`src/rtl/power_window_acc_pkg.sv`:
```
// Shared types and helpers for the power window accumulator.
// FSM encoding and accumulator width derivation live here.
package power_window_acc_pkg;

    // Window FSM: IDLE means no sample of the current window yet.
    typedef enum logic {
        ST_IDLE = 1'b0,
        ST_FILL = 1'b1
    } win_state_t;

    localparam int IN_WIDTH_DEF = 64;

    // Width that holds win_len samples of in_w bits without overflow.
    function automatic int acc_width(input int in_w, input int win_len);
        return in_w + $clog2(win_len);
    endfunction

endpackage

```
`src/rtl/power_window_acc.sv`:
```
// Window energy accumulator: sums WIN_LEN power samples and tracks the peak.
// Emits a one-cycle result pulse per completed window; i_clear aborts a window.
module power_window_acc
    import power_window_acc_pkg::*;
#(
    parameter int IN_WIDTH   = IN_WIDTH_DEF,
    parameter int WIN_LEN    = 4,
    parameter int CNT_WIDTH  = 16,
    localparam int ACC_WIDTH = acc_width(IN_WIDTH, WIN_LEN)
) (
    input  logic                 clk,
    input  logic                 reset,
    input  logic                 i_valid,
    input  logic [IN_WIDTH-1:0]  i_data,
    input  logic                 i_clear,
    output logic                 o_valid,
    output logic [ACC_WIDTH-1:0] o_sum,
    output logic [IN_WIDTH-1:0]  o_max,
    output logic [CNT_WIDTH-1:0] o_win_cnt,
    output logic                 o_busy
);

    localparam int SC_WIDTH = $clog2(WIN_LEN + 1);
    localparam logic [SC_WIDTH-1:0] LAST_IDX = SC_WIDTH'(WIN_LEN - 1);

    win_state_t            r_state;
    logic [ACC_WIDTH-1:0]  r_acc;
    logic [IN_WIDTH-1:0]   r_max;
    logic [SC_WIDTH-1:0]   r_cnt;
    logic                  r_valid;
    logic [ACC_WIDTH-1:0]  r_sum;
    logic [IN_WIDTH-1:0]   r_peak;
    logic [CNT_WIDTH-1:0]  r_win_cnt;

    logic                  w_accept;
    logic                  w_last;
    logic [ACC_WIDTH-1:0]  w_data_ext;
    logic [ACC_WIDTH-1:0]  w_acc_next;
    logic [IN_WIDTH-1:0]   w_max_next;

    // Datapath: running sum and running peak including the current sample.
    always_comb begin
        w_accept   = i_valid && !i_clear;
        w_last     = (r_cnt == LAST_IDX);
        w_data_ext = {{(ACC_WIDTH - IN_WIDTH){1'b0}}, i_data};
        w_acc_next = r_acc + w_data_ext;
        w_max_next = (i_data > r_max) ? i_data : r_max;
    end

    // Control FSM with registered window results; clear beats sample accept.
    always_ff @(posedge clk) begin
        if (reset) begin
            r_state   <= ST_IDLE;
            r_acc     <= '0;
            r_max     <= '0;
            r_cnt     <= '0;
            r_valid   <= 1'b0;
            r_sum     <= '0;
            r_peak    <= '0;
            r_win_cnt <= '0;
        end else begin
            r_valid <= 1'b0;
            if (i_clear) begin
                r_state <= ST_IDLE;
                r_acc   <= '0;
                r_max   <= '0;
                r_cnt   <= '0;
            end else if (w_accept) begin
                if (w_last) begin
                    r_sum     <= w_acc_next;
                    r_peak    <= w_max_next;
                    r_valid   <= 1'b1;
                    r_win_cnt <= r_win_cnt + 1'b1;
                    r_state   <= ST_IDLE;
                    r_acc     <= '0;
                    r_max     <= '0;
                    r_cnt     <= '0;
                end else begin
                    r_state <= ST_FILL;
                    r_acc   <= w_acc_next;
                    r_max   <= w_max_next;
                    r_cnt   <= r_cnt + 1'b1;
                end
            end
        end
    end

    assign o_valid   = r_valid;
    assign o_sum     = r_sum;
    assign o_max     = r_peak;
    assign o_win_cnt = r_win_cnt;
    assign o_busy    = (r_state == ST_FILL);

endmodule
```
`config.mk`:
```
export PLATFORM = sky130hd
export DESIGN_NAME = power_window_acc
export DESIGN_NICKNAME = d
export VERILOG_FILES = /design/src/rtl/power_window_acc_pkg.sv /design/src/rtl/power_window_acc.sv
export SDC_FILE = /design/constraint.sdc
export NUM_CORES = 1
export LEC_CHECK = 0
export BUFFER_PORTS_ARGS = -buffer_cell sky130_fd_sc_hd__buf_2
export CORE_MARGIN = 4
export CORE_UTILIZATION = 25
export CTS_CLUSTER_SIZE = 20
export DETAILED_ROUTE_END_ITERATION = 6
export PLACE_DENSITY = 0.42
export SYNTH_ARGS = -nofsm -noshare
export SYNTH_HDL_FRONTEND = slang
export SYNTH_SLANG_ARGS = --single-unit
```
`constraint.sdc`:
```
create_clock -name clk -period 8.3 [get_ports clk]
set_input_delay 0.83 -clock clk [delete_from_list [all_inputs] [get_ports clk]]
set_output_delay 0.83 -clock clk [all_outputs]
set_load 0.03 [all_outputs]
```
==> impl_metrics.yaml <==
status:
  status: "finished clean"
logic_synthesis:
  syn_nets: 2158
  yosys.area.top_type: "dfxtp_1"
  syn_inst: 1959
  synthArstFlopShare_pct: 0
  syn_area_um2: 16200
  synth-seq-area-share_pct: 34.7
  synth_area_per_cell_um2: 8.27
  ys_types: 80
  yosysMostFrequentCell: "dfxtp_1"
  synth_area_leaders: "dfxtp_1 (35%), ha_1 (10%), a21oi_1 (5.0%)"
  ys_seq_elements: 281
  synth_top_area_share_pct: 34.7
  synth_ff_type: "dfxtp_1"
  synth_edf_count: 0
  yosysWarningCount: 0
  synth_top_cells_by_count: "dfxtp_1 (281), nand2_1 (205), nor2_1 (173)"
placement:
  gp_congestion: 0.844
  hpwl_um: 43200
  dp_cells: 2916
  port-buffer-count: 215
sta:
  finClkSkew_ps: 15.7
  setup_viol: 0
  finalCritPeriodShare_pct: 55.0
  hold_viol_final: 0
  drv_slew: 0
  worst_pin_slew_ps: 1100
  max_freq_mhz: 219
  final.min_clock_period_ps: 4560
  setup-tns-final_ps: 0
  rsz0062_at_grt: "false"
  holdWs_ps: 450
  slew_headroom_pct: 25.7
grt:
  use_met2_pct: 26.5
  grt_util_met3_pct: 3.30
  use_met1_pct: 22.0
  grt_pass1_wl_um: 90400
  grt_usage_pct: 16.4
  antenna_found_initial: 5
  grt_overflow: 0
  grt-busiest-layer: "met2"
  grt_pass1_vias: 14869
  grt_max_degree: 81
setup_path:
  cp_max_fo: 38
  worstSetupPathType: "in2reg"
  crit_path_end_kind: "register"
  required_ps: 8680
  startpoint_type: "input port"
  cp.arrival_ps: 4950
floorplanning:
  die_x_um: 263
  fp-row-count: 93
  dieArea_um2: 68900
  coreArea_um2: 64300
  start_util_pct: 25.2
  ios: 216
  die_y_um: 263
layout:
  instances_no_fill: 2984
  nFillCells: 6856
  nNetsFinal: 2300
  syn2layout_area_growth_pct: 19.3
  layout-drive-gt1-share_pct: 15.1
cts:
  htreeDepth: 2
  cts_root_buffer: "clkbuf_16"
  cts_setup_buffers: 0
  cts_resized: 0
  cts_hold_buf: 0
  clk_pin_slew_worst_paths_ps: 60
  numCtsBuffers: 38
  clock_path_buffers: 3
  insertion_delay_ps: 560
  cts_tree: "done"
  clock_sinks: 281
power:
  p_leak_uw: 0.00811
  power_density_nw_per_um2: 183
  peakVddDrop_mv: 0.107
job:
  max_cap_violations: 0
drt:
  via_count: 15017
  drt-wirelength-per-cell_um: 19.6
  drc_errors: 0
  routed_wl_um: 58300
  antenna_left: 0
  dr.pass1.iters: 5
  drt-initial-drc-count: 784
  avgViaCountPerCell: 5.03
min_path:
  worstHoldPathType: "reg2reg"
==> path summary, 6_finish.rpt <==
kind                                  end  slack (ps)       start  cells after the start
worst max-delay path             o_max[5]        3740  i_data[33]                     13
worst min-delay path            o_sum[18]         450   o_sum[18]                      2
worst max register to register   o_max[5]        3780   r_max[33]                     13
worst min register to register  o_sum[18]         450   o_sum[18]                      2
==> stage by stage <==
stage / total power (uW) / setup WS [ps] / utilization [%] / area [um2]
2_1_floorplan: 1670 / 4980 / - / 16200
3_3_place_gp: 1800 / 3050 / 28.0 / 18000
3_5_place_dp: 1800 / 3000 / 28.0 / 18000
4_1_cts: 3590 / 3570 / 30.0 / 19300
5_1_grt: 3690 / 3430 / 30.0 / 19300
6_report: 3530 / 3740 / 30.0 / 19300
==> cells by family (layout without fill, tap and decap cells) <==
family	count (synthesis)	count (layout)	share of synthesized area [%]
multiplexers	75	75	4.65
XOR/XNOR	57	57	3.08
AND/OR/NAND/NOR	593	593	17.0
AO/OA/AOI/OAI	600	600	25.1
adder cells (fa/ha/maj)	131	131	10.2
buffers and inverters	222	390	5.28
other	0	2	0
flip-flops	281	281	34.7
==> per-layer routing <==
metal | vias to the layer above | wire [um]
met3 | 91 | 3210
li1 | 7422 | -
met1 | 7147 | 27100
met5 | - | 34
met2 | 353 | 26200
met4 | 4 | 1740
==> registers in the layout, indices dropped and copies added, names as in the netlist <==
signal,count
o_win_cnt,16
r_cnt,3
r_max,64
o_busy,1
r_acc,66
o_sum,66
o_max,64
o_valid,1
==> power by group <==
| part | leakage (uW) | switching (uW) | internal [uW] |
|---|---|---|---|
| combinational | 0.00519 | 260 | 137 |
| sequential | 0.00227 | 10.4 | 1360 |
| clock | 0.000649 | 668 | 1090 |
==> layout make-up <==
class | count | area [um2] | share of cell area, %
Sequential cell | 281 | 5630 | 29.1
Clock inverter | 12 | 165 | 0.855
Multi-Input combinational cell | 1456 | 9760 | 50.5
Antenna cell | 2 | 5.00 | 0.0259
Tap cell | 855 | 1070 | 5.54
Timing Repair Buffer | 230 | 1190 | 6.16
Clock buffer | 54 | 1150 | 5.98
Inverter | 94 | 353 | 1.83
==> worst max-delay path, cell delays in order <==
cell,delay (ps)
buf_2,140
ha_1,320
a21o_1,180
a21o_1,170
a21oi_1,300
nor3_1,80
o31ai_1,380
o2111ai_1,480
o21ai_4,440
buf_4,470
buf_4,710
mux2i_1,290
a211oi_1,100
==> cell usage in the layout (no fill, tap or decap), drive strengths merged, types with 18 or more instances in the layout <==
cell / netlist / routed
mux2i: 73 / 73
a21oi: 163 / 163
dfxtp: 281 / 281
nor3: 34 / 34
xor2: 34 / 34
nand4: 56 / 56
a21o: 75 / 75
a22oi: 22 / 22
xnor2: 23 / 23
inv: 94 / 94
ha: 130 / 130
nor2: 173 / 173
o21ai: 81 / 81
nand3: 38 / 38
and3: 18 / 18
a22o: 71 / 71
buf: 21 / 230
clkbuf: 107 / 54
nand2: 208 / 208
a211oi: 75 / 75
No activity file was read; power rests on OpenSTA's default activity.
